## config.mk

```make
export PLATFORM = sky130hd
export DESIGN_NAME = data_io_dma_flat
export DESIGN_NICKNAME = d
export VERILOG_FILES = /design/src/rtl/data_io_dma_if.sv /design/src/rtl/data_io_dma.sv /design/src/flat_wrapper.sv
export SDC_FILE = /design/constraint.sdc
export NUM_CORES = 1
export LEC_CHECK = 0
export CORE_MARGIN = 2
export CORE_UTILIZATION = 45
export CTS_CLUSTER_SIZE = 28
export DETAILED_ROUTE_END_ITERATION = 6
export GPL_TIMING_DRIVEN = 0
export PLACE_DENSITY = 0.65
export SYNTH_ARGS = -nofsm -noshare
export SYNTH_HDL_FRONTEND = slang
export SYNTH_SLANG_ARGS = --single-unit
```

## constraint.sdc

```tcl
create_clock -name clk -period 6.6 [get_ports clk]
set_input_delay 1.65 -clock clk [delete_from_list [all_inputs] [get_ports clk]]
set_output_delay 1.65 -clock clk [all_outputs]
set_load 0.02 [all_outputs]
```

## src/rtl/data_io_dma_if.sv

```systemverilog
// SPI input pins and RAM write port of the file-download DMA.
interface data_io_dma_if #(
    parameter int ADDR_W = 25,
    parameter int DATA_W = 8
);
    logic              spi_sck;
    logic              spi_ss;
    logic              spi_sdi;
    logic              ram_wr;
    logic [ADDR_W-1:0] ram_addr;
    logic [DATA_W-1:0] ram_data;
    logic              ram_ack;

    // DMA side: listens to SPI, issues RAM writes
    modport master (
        input  spi_sck, spi_ss, spi_sdi, ram_ack,
        output ram_wr, ram_addr, ram_data
    );

    // host side: drives SPI, accepts RAM writes
    modport slave (
        output spi_sck, spi_ss, spi_sdi, ram_ack,
        input  ram_wr, ram_addr, ram_data
    );
endinterface

```

## src/rtl/data_io_dma.sv

```systemverilog
// File-download port: oversampled SPI command receiver, byte-to-word packer,
// write FIFO towards RAM and optional zero-fill of a region after a download.
module data_io_dma #(
    parameter int          ADDR_W     = 25,
    parameter int          DATA_W     = 8,
    parameter int          FIFO_DEPTH = 4,
    parameter int unsigned BASE_IDX0  = 'h040000,
    parameter int unsigned BASE_OTHER = 'h200000,
    parameter int unsigned ERASE_TRIG = 'h2000,
    parameter int unsigned ERASE_BASE = 'h060000,
    parameter int unsigned ERASE_LEN  = 'h2000
) (
    input  logic              clk,
    input  logic              reset,
    data_io_dma_if.master     bus,
    output logic              downloading,
    output logic              erasing,
    output logic              overflow,
    output logic [4:0]        index,
    output logic [ADDR_W-1:0] size
);
    localparam int PTR_W = $clog2(FIFO_DEPTH);
    localparam logic [7:0] CMD_TX  = 8'h53;
    localparam logic [7:0] CMD_DAT = 8'h54;
    localparam logic [7:0] CMD_IDX = 8'h55;
    localparam logic [PTR_W:0]  FULL_CNT = (PTR_W+1)'(FIFO_DEPTH);
    localparam logic [ADDR_W:0] STEP_L   = (ADDR_W+1)'(DATA_W / 8);
    localparam logic [ADDR_W:0] ER_LEN   = (ADDR_W+1)'(ERASE_LEN);

    typedef enum logic [1:0] {S_IDLE, S_DL, S_FLUSH, S_ERASE} state_t;
    state_t state;

    // ---------------- SPI oversampling ----------------
    logic [2:0] sck_s;
    logic [1:0] ss_s, sdi_s;
    logic       sck_rise;

    // two-stage synchronisers; third sck stage gives the rising-edge detect
    always_ff @(posedge clk or posedge reset) begin
        if (reset) begin
            sck_s <= '0;
            ss_s  <= '1;
            sdi_s <= '0;
        end else begin
            sck_s <= {sck_s[1:0], bus.spi_sck};
            ss_s  <= {ss_s[0], bus.spi_ss};
            sdi_s <= {sdi_s[0], bus.spi_sdi};
        end
    end
    assign sck_rise = sck_s[1] & ~sck_s[2];

    logic [2:0] bit_cnt;
    logic [6:0] shreg;
    logic       have_cmd;
    logic [7:0] cmd, rx_byte, rx_cmd;
    logic       rx_vld;

    // MSB-first byte assembly; first byte of a select is the command
    always_ff @(posedge clk or posedge reset) begin
        if (reset) begin
            bit_cnt <= '0; shreg <= '0; have_cmd <= 1'b0; cmd <= '0;
            rx_vld <= 1'b0; rx_byte <= '0; rx_cmd <= '0;
        end else begin
            rx_vld <= 1'b0;
            if (ss_s[1]) begin
                bit_cnt <= '0; have_cmd <= 1'b0; cmd <= '0;
            end else if (sck_rise) begin
                shreg   <= {shreg[5:0], sdi_s[1]};
                bit_cnt <= bit_cnt + 3'd1;
                if (bit_cnt == 3'd7) begin
                    if (!have_cmd) begin
                        cmd      <= {shreg, sdi_s[1]};
                        have_cmd <= 1'b1;
                    end else begin
                        rx_vld  <= 1'b1;
                        rx_byte <= {shreg, sdi_s[1]};
                        rx_cmd  <= cmd;
                    end
                end
            end
        end
    end

    // ---------------- download datapath ----------------
    logic              is_start, is_end, is_dat;
    logic [ADDR_W-1:0] addr, er_addr, word_addr;
    logic [ADDR_W:0]   er_left;
    logic              pend;
    logic [7:0]        pend_byte;
    logic [DATA_W-1:0] dat_word, end_word, push_data;

    assign is_start = rx_vld && rx_cmd == CMD_TX && rx_byte[0];
    assign is_end   = rx_vld && rx_cmd == CMD_TX && !rx_byte[0] && state == S_DL;
    assign is_dat   = rx_vld && rx_cmd == CMD_DAT && state == S_DL;

    // 16-bit words are little-endian pairs at the even address
    if (DATA_W == 16) begin : g_w16
        assign dat_word  = {rx_byte, pend_byte};
        assign end_word  = {8'h00, pend_byte};
        assign word_addr = {addr[ADDR_W-1:1], 1'b0};
    end else begin : g_w8
        assign dat_word  = rx_byte;
        assign end_word  = pend_byte;
        assign word_addr = addr;
    end

    logic [ADDR_W-1:0] mem_addr [FIFO_DEPTH];
    logic [DATA_W-1:0] mem_data [FIFO_DEPTH];
    logic [PTR_W-1:0]  wp, rp;
    logic [PTR_W:0]    count;
    logic              want_push, do_push, drop, pop;

    assign want_push = (is_dat && (DATA_W == 8 || addr[0])) || (is_end && pend);
    assign push_data = is_end ? end_word : dat_word;
    assign pop       = bus.ram_wr && bus.ram_ack && !erasing;
    // a pop on the same clk frees the slot, so a full FIFO still accepts
    assign do_push   = want_push && (count != FULL_CNT || pop);
    assign drop      = want_push && !do_push;

    assign bus.ram_wr   = erasing || count != '0;
    assign bus.ram_addr = erasing ? er_addr : (count != '0 ? mem_addr[rp] : '0);
    assign bus.ram_data = (!erasing && count != '0) ? mem_data[rp] : '0;

    // control FSM, FIFO pointers and download bookkeeping
    always_ff @(posedge clk or posedge reset) begin
        if (reset) begin
            state <= S_IDLE;
            downloading <= 1'b0; erasing <= 1'b0; overflow <= 1'b0;
            index <= '0; size <= '0; addr <= '0;
            er_addr <= '0; er_left <= '0;
            pend <= 1'b0; pend_byte <= '0;
            wp <= '0; rp <= '0; count <= '0;
        end else begin
            if (pop)
                rp <= rp + PTR_W'(1);
            if (do_push) begin
                mem_addr[wp] <= word_addr;
                mem_data[wp] <= push_data;
                wp <= wp + PTR_W'(1);
            end
            count <= count + (PTR_W+1)'(do_push) - (PTR_W+1)'(pop);
            if (drop)
                overflow <= 1'b1;
            if (rx_vld && rx_cmd == CMD_IDX)
                index <= rx_byte[4:0];

            case (state)
                S_DL: begin
                    if (is_dat) begin
                        addr <= addr + ADDR_W'(1);
                        if (size != '1)
                            size <= size + ADDR_W'(1);
                        pend <= (DATA_W == 16) && !addr[0];
                        if (!addr[0])
                            pend_byte <= rx_byte;
                    end else if (is_end) begin
                        pend  <= 1'b0;
                        state <= S_FLUSH;
                    end
                end
                S_FLUSH: begin
                    if (count == '0) begin
                        downloading <= 1'b0;
                        if (index == 5'd0 && size == ADDR_W'(ERASE_TRIG) && ER_LEN != '0) begin
                            state   <= S_ERASE;
                            erasing <= 1'b1;
                            er_addr <= ADDR_W'(ERASE_BASE);
                            er_left <= ER_LEN;
                        end else begin
                            state <= S_IDLE;
                        end
                    end
                end
                S_ERASE: begin
                    if (bus.ram_wr && bus.ram_ack) begin
                        er_addr <= er_addr + ADDR_W'(DATA_W / 8);
                        if (er_left <= STEP_L) begin
                            erasing <= 1'b0;
                            state   <= S_IDLE;
                        end else begin
                            er_left <= er_left - STEP_L;
                        end
                    end
                end
                default: ;
            endcase

            // a new transfer overrides whatever was running
            if (is_start) begin
                state <= S_DL;
                addr <= (index == 5'd0) ? ADDR_W'(BASE_IDX0) : ADDR_W'(BASE_OTHER);
                size <= '0; overflow <= 1'b0;
                downloading <= 1'b1; erasing <= 1'b0;
                wp <= '0; rp <= '0; count <= '0; pend <= 1'b0;
            end
        end
    end
endmodule

```

## src/flat_wrapper.sv

```systemverilog
// flat-port wrapper written by rule: the top's interface ports become plain ports
module data_io_dma_flat 
#(
    parameter int          ADDR_W     = 25,
    parameter int          DATA_W     = 8,
    parameter int          FIFO_DEPTH = 4,
    parameter int unsigned BASE_IDX0  = 'h040000,
    parameter int unsigned BASE_OTHER = 'h200000,
    parameter int unsigned ERASE_TRIG = 'h2000,
    parameter int unsigned ERASE_BASE = 'h060000,
    parameter int unsigned ERASE_LEN  = 'h2000
)
  (clk, reset, downloading, erasing, overflow, index, size, bus_spi_sck, bus_spi_ss, bus_spi_sdi, bus_ram_ack, bus_ram_wr, bus_ram_addr, bus_ram_data);
  data_io_dma_if #(.ADDR_W(ADDR_W), .DATA_W(DATA_W)) bus_i ();
  input  logic clk;
  input  logic reset;
  output logic downloading;
  output logic erasing;
  output logic overflow;
  output logic [4:0] index;
  output logic [ADDR_W-1:0] size;
  input wire logic [$bits(bus_i.spi_sck)-1:0] bus_spi_sck;
  input wire logic [$bits(bus_i.spi_ss)-1:0] bus_spi_ss;
  input wire logic [$bits(bus_i.spi_sdi)-1:0] bus_spi_sdi;
  input wire logic [$bits(bus_i.ram_ack)-1:0] bus_ram_ack;
  output wire logic [$bits(bus_i.ram_wr)-1:0] bus_ram_wr;
  output wire logic [$bits(bus_i.ram_addr)-1:0] bus_ram_addr;
  output wire logic [$bits(bus_i.ram_data)-1:0] bus_ram_data;
  assign bus_i.spi_sck = bus_spi_sck;
  assign bus_i.spi_ss = bus_spi_ss;
  assign bus_i.spi_sdi = bus_spi_sdi;
  assign bus_i.ram_ack = bus_ram_ack;
  assign bus_ram_wr = bus_i.ram_wr;
  assign bus_ram_addr = bus_i.ram_addr;
  assign bus_ram_data = bus_i.ram_data;
  data_io_dma #(.ADDR_W(ADDR_W), .DATA_W(DATA_W), .FIFO_DEPTH(FIFO_DEPTH), .BASE_IDX0(BASE_IDX0), .BASE_OTHER(BASE_OTHER), .ERASE_TRIG(ERASE_TRIG), .ERASE_BASE(ERASE_BASE), .ERASE_LEN(ERASE_LEN)) u_core (.clk(clk), .reset(reset), .bus(bus_i), .downloading(downloading), .erasing(erasing), .overflow(overflow), .index(index), .size(size));
endmodule
```

## Word level (Yosys, flattened, before mapping)

Memories as Yosys holds them, arrays and structs flattened.
Index checks and enable logic that the tools add are counted.

| storage, ports and cells | value |
|---|---|
| word-level logic and storage cells | 177 |
| bits in writable memories | 132 |
| memories | 2 |
| input port bits | 6 |
| register bits | 170 |

| operators by class | value |
|---|---|
| bitwise gates (word level) | 4 |
| eq/ne operators | 21 |
| reductions and logical operators | 52 |
| muxes and demuxes | 64 |
| add/subtract/negate cells | 9 |
| magnitude comparators | 1 |

Memory list:

| name | words | bits a word | rd ports | clocked after Yosys merged registers in | write ports | line | text |
|---|---|---|---|---|---|---|---|
| u_core.mem_addr | 4 | 25 | 1 | 0 | 1 | data_io_dma.sv:107 | `logic [ADDR_W-1:0] mem_addr [FIFO_DEPTH];` |
| u_core.mem_data | 4 | 8 | 1 | 0 | 1 | data_io_dma.sv:108 | `logic [DATA_W-1:0] mem_data [FIFO_DEPTH];` |

Operator list:

| operator | number |
|---|---|
| 25-bit two-way mux | 12 |
| 26-bit two-way mux | 4 |
| 25-bit by 1-bit adder with 25-bit output (second input constant) | 3 |
| 26-bit case mux with 2 select lines | 1 |
| 25-bit case mux with 2 select lines | 1 |
| 8-bit two-way mux | 6 |
| 26-bit by 1-bit <= comparator with 1-bit output (second input constant) | 1 |
| 26-bit by 1-bit subtractor with 26-bit output (second input constant) | 1 |
| 25-bit by 14-bit == test with 1-bit output (second input constant) | 1 |
| 25-bit inequality test (second input constant) | 1 |
| 8-bit by 7-bit == test with 1-bit output (second input constant) | 3 |
| 1-bit two-way mux | 23 |
| 2-bit two-way mux | 11 |
| 22-bit two-way mux | 1 |
| 2-bit nonzero test | 11 |
| 1-bit logical AND | 15 |
| 3-bit by 1-bit inequality test with 1-bit output (second input constant) | 5 |
| 2-bit AND reduction | 5 |
| 5-bit AND reduction | 2 |
| 3-bit two-way mux | 3 |
| 3-bit AND reduction | 3 |
| 3-bit nonzero test | 3 |
| 2-bit by 1-bit inequality test with 1-bit output (second input constant) | 4 |
| 4-bit AND reduction | 2 |
| other kinds (20) | 29 |

## Logic depth before layout (Yosys ltp)

| depth | value |
|---|---|
| depth after elaboration | 11 |
| mapped depth | 12 |
| depth with buffers taken out | 11 |

## Least setup slack after synthesis

OpenSTA, ideal clock, no wires.

| timing | value |
|---|---|
| path type | register to output |
| from | register u_core.rp[0] |
| to | output bus_ram_addr[10] |
| required time | 4.950 ns |
| cell stages (with the launch flop) | 5 |
| data arrival time | 1.801 ns |
| buffers on the path | 2 |
| setup slack | 3.149 ns |
| cells stage by stage | dfrtp_1 > clkbuf_1 > buf_2 > mux4_2 > a22o_1 |

| between the ends | value |
|---|---|
| word-level cells in the longest chain between the ends | 3 |

Ends and longest elaborated chain:

| what | line | text |
|---|---|---|
| from (decl) | data_io_dma.sv:109 | `logic [PTR_W-1:0] wp, rp;` |
| from (signal assigned) | data_io_dma.sv:135 | `rp <= rp + PTR_W'(1);` |
| memory read 4 x 25 bit | - |  |
| 25-bit two-way mux (2 in series) | data_io_dma.sv:121 | `assign bus.ram_addr = erasing ? er_addr : (count != '0 ? mem_addr[rp] : '0);` |
| to (decl) | flat_wrapper.sv:27 | `output wire logic [$bits(bus_i.ram_addr)-1:0] bus_ram_addr;` |

No other way between the ends.

## Worst setup path after layout

| timing | value |
|---|---|
| from | register u_core.rp[0] |
| to | output bus_ram_addr[15] |

The elaborated chain is that of the path after synthesis.

==> out/metrics.cfg <==
[outcome]
status = complete, no violations

[clock_tree]
clk_latency_ns = 0.52
cts.hold.buffers_added = 0
post-cts-setup-buffers = 0
cts-root-buf = clkbuf_16
path_clk_slew_ns = 0.06
cts_buffers = 35
cts_resized = 0
clockBufferDepth = 3
htree_num_levels = 2
cts_tree = yes
cts.sinks = 301

[sta]
fin_crit_ns = 4.79
slew_viol_final = 0
clock.fmax_mhz = 209
setup_violations = 0
timing_worst_slew_pin_value_ns = 1.08
maxSlewHeadroom = 0.275
finalHoldViolCount = 0
setup_ws_ns = 1.81
rsz0062_at_grt = false
clock_skew_ns = 0.0233
hold_slack_ns = 0.349
fin_crit_sh = 0.726
fin_tns_setup_ns = 0

[global_routing]
antenna_found_initial = 0
grt.total_usage = 0.198
grt_pass1_vias = 8772
grt-ovfl-total = 0
grt_max_degree = 118
grt_pass1_wl_um = 48600

[synthesis]
yosysSeqAreaShare = 0.609
ys.warnings.count = 0
synth_edf_count = 132
synth_top_area_frac = 0.311
synth_top_area_cell = dfrtp_1
ys_seq_elements = 301
async_flop_share = 0.561
avgSynthCellArea_sq_um = 13.0
yosysMostFrequentCell = dfrtp_1
synthFlopType = dfrtp_1
yosys-top-cells-area = dfrtp_1 31%, edfxtp_1 29%, mux4_2 5.5%, mux2_2 3.5%, xnor2_1 2.2%
synthDistinctLibCells = 66
ys_top_cells_by_count = 167 x dfrtp_1, 132 x edfxtp_1, 72 x nor2_1
syn_nets = 1056
synth_area_sq_um = 13500
synthCells = 1035

[worst_hold_path]
worstHoldPathType = register to register

[routing]
wl_um = 29800
vias_per_cell = 5.64
drc = 0
ant_nets = 0
drtPass1Iterations = 5
drt_iter0_drc = 717
vias = 8827
routedWlPerCell_um = 19.0

[critical_path]
r2r_setup_slack_ns = 3.69
critPathLaunchType = register
endpoint_kind = output pin
path_max_fanout = 10
required_ns = 4.95
crit_type = register to output pin
arrival_ns = 3.14

[place]
dp_slack_ns = 2.28
placement.io_buffers = 72
place_congestion = 0.853
dp_hpwl_um = 20100

[floorplan]
dieArea_sq_um = 31300
coreArea_sq_um = 29600
die_w_um = 177
die_y_um = 177
initial_utilization = 0.455
io_pins = 73
rows = 63

[layout]
utilization = 0.538
antenna_cells = 0
final_nets = 1170
area_delta_synth_final_pct = 18.2
drive_above_1_share = 0.145
fill_cells = 2499

[pwr]
leakage_uw = 0.00635
powerDensity_nw_per_um2 = 245
power_uw = 3900
ir_worst_vdd_mv = 0.168

[flow_run]
maxCapViolations = 0

metal layers:
| metal | GRT usage | vias to the layer above | part of all wire |
|---|---|---|---|
| li1 | - | 4130 | - |
| met1 | 0.283 | 4437 | 0.45 |
| met2 | 0.316 | 208 | 0.47 |
| met3 | 0.0316 | 52 | 0.051 |
| met4 | 0.0558 | 0 | 0.023 |
| met5 | 0 | - | 0 |
cells in the final DEF (no fill, tap or decap), types with 12 or more instances in the layout:
cell type	count
nand3_1	27
a21oi_1	39
o21ai_0	42
inv_1	24
and3_1	13
dfrtp_1	167
nor4_1	22
or3_1	31
edfxtp_1	132
nand2_1	71
xnor2_1	34
clkbuf_16	36
and2_1	15
mux4_2	33
xor2_1	18
nand4_1	29
ha_1	14
a22o_1	25
and4_1	12
nor2_1	72
clkdlybuf4s50_1	72
mux2i_1	12
clkbuf_1	45
mux2_2	42
nor3_1	16
nand2b_1	12
registers in the layout (all words and copies together), names as in the netlist, 8 cells and up:
register	flops
u_core.addr	25
u_core.cmd	8
u_core.dat_word	8
u_core.end_word	8
u_core.er_addr	25
u_core.er_left	26
u_core.mem_addr	100
u_core.mem_data	32
u_core.rx_cmd	8
u_core.size	25
report_power, final:
| part | leakage (uW) | total [uW] | internal [uW] | switching (uW) |
|---|---|---|---|---|
| registers | 0.00367 | 2000 | 1980 | 24.6 |
| clock network | 0.000543 | 1840 | 1100 | 741 |
| logic | 0.00214 | 61.3 | 25.4 | 35.9 |
layout make-up:
cell class                 instances  area, sq um  area share
tap                              390          488      0.0307
sequential                       301         8200       0.515
buffer                            47          191      0.0120
clock inverter                    11         95.1     0.00598
multi-input combinational        662         4980       0.313
clock buffer                      52         1010      0.0636
inverter                          25          101     0.00637
timing repair buffer              77          843      0.0530
worst max-delay path, cell delays in order (launching register included):
cell and delay [ns]:
dfrtp_1 0.32, clkbuf_1 0.43, buf_2 0.46, mux4_2 0.62, a22o_1 0.26, clkdlybuf4s50_1 0.54
path summary, 6_finish.rpt:
| check | depth (start not counted) | start | end |
|---|---|---|---|
| min | 0 | u_core.sck_s[0]$_DFF_PP0_ | u_core.sck_s[1]$_DFF_PP0_ |
| max in group asynchronous | 3 | reset | u_core.size[18]$_DFFE_PP0P_ |
| max | 5 | u_core.rp[0]$_DFFE_PP0P_ | bus_ram_addr[15] |
| min reg2reg | 0 | u_core.sck_s[0]$_DFF_PP0_ | u_core.sck_s[1]$_DFF_PP0_ |
| min in group asynchronous | 2 | reset | u_core.index[0]$_DFFE_PP0P_ |
| max reg2reg | 8 | u_core.state[0]$_DFFE_PP0P_ | u_core.mem_addr[1][14]$_DFFE_PP_ |
stage by stage:
| step | cells | area [sq um] |
|---|---|---|
| floorplan | 1035 | 13500 |
| global placement | 1497 | 14700 |
| detailed placement | 1502 | 14800 |
| CTS | 1565 | 15900 |
| global route | 1565 | 15900 |
| finish | 1565 | 15900 |
logic make-up (layout without fill, tap and decap cells):
family / count (synthesis) / count (layout) / synth area share
AO/OA/AOI/OAI: 145 / 145 / 0.0717
XOR/XNOR: 52 / 52 / 0.0338
adder cells (fa/ha/maj): 15 / 15 / 0.0145
buffers and inverters: 72 / 212 / 0.0212
flip-flops: 301 / 301 / 0.609
multiplexers: 87 / 87 / 0.0993
AND/OR/NAND/NOR: 363 / 363 / 0.150
No activity file was read; power rests on OpenSTA's default activity.
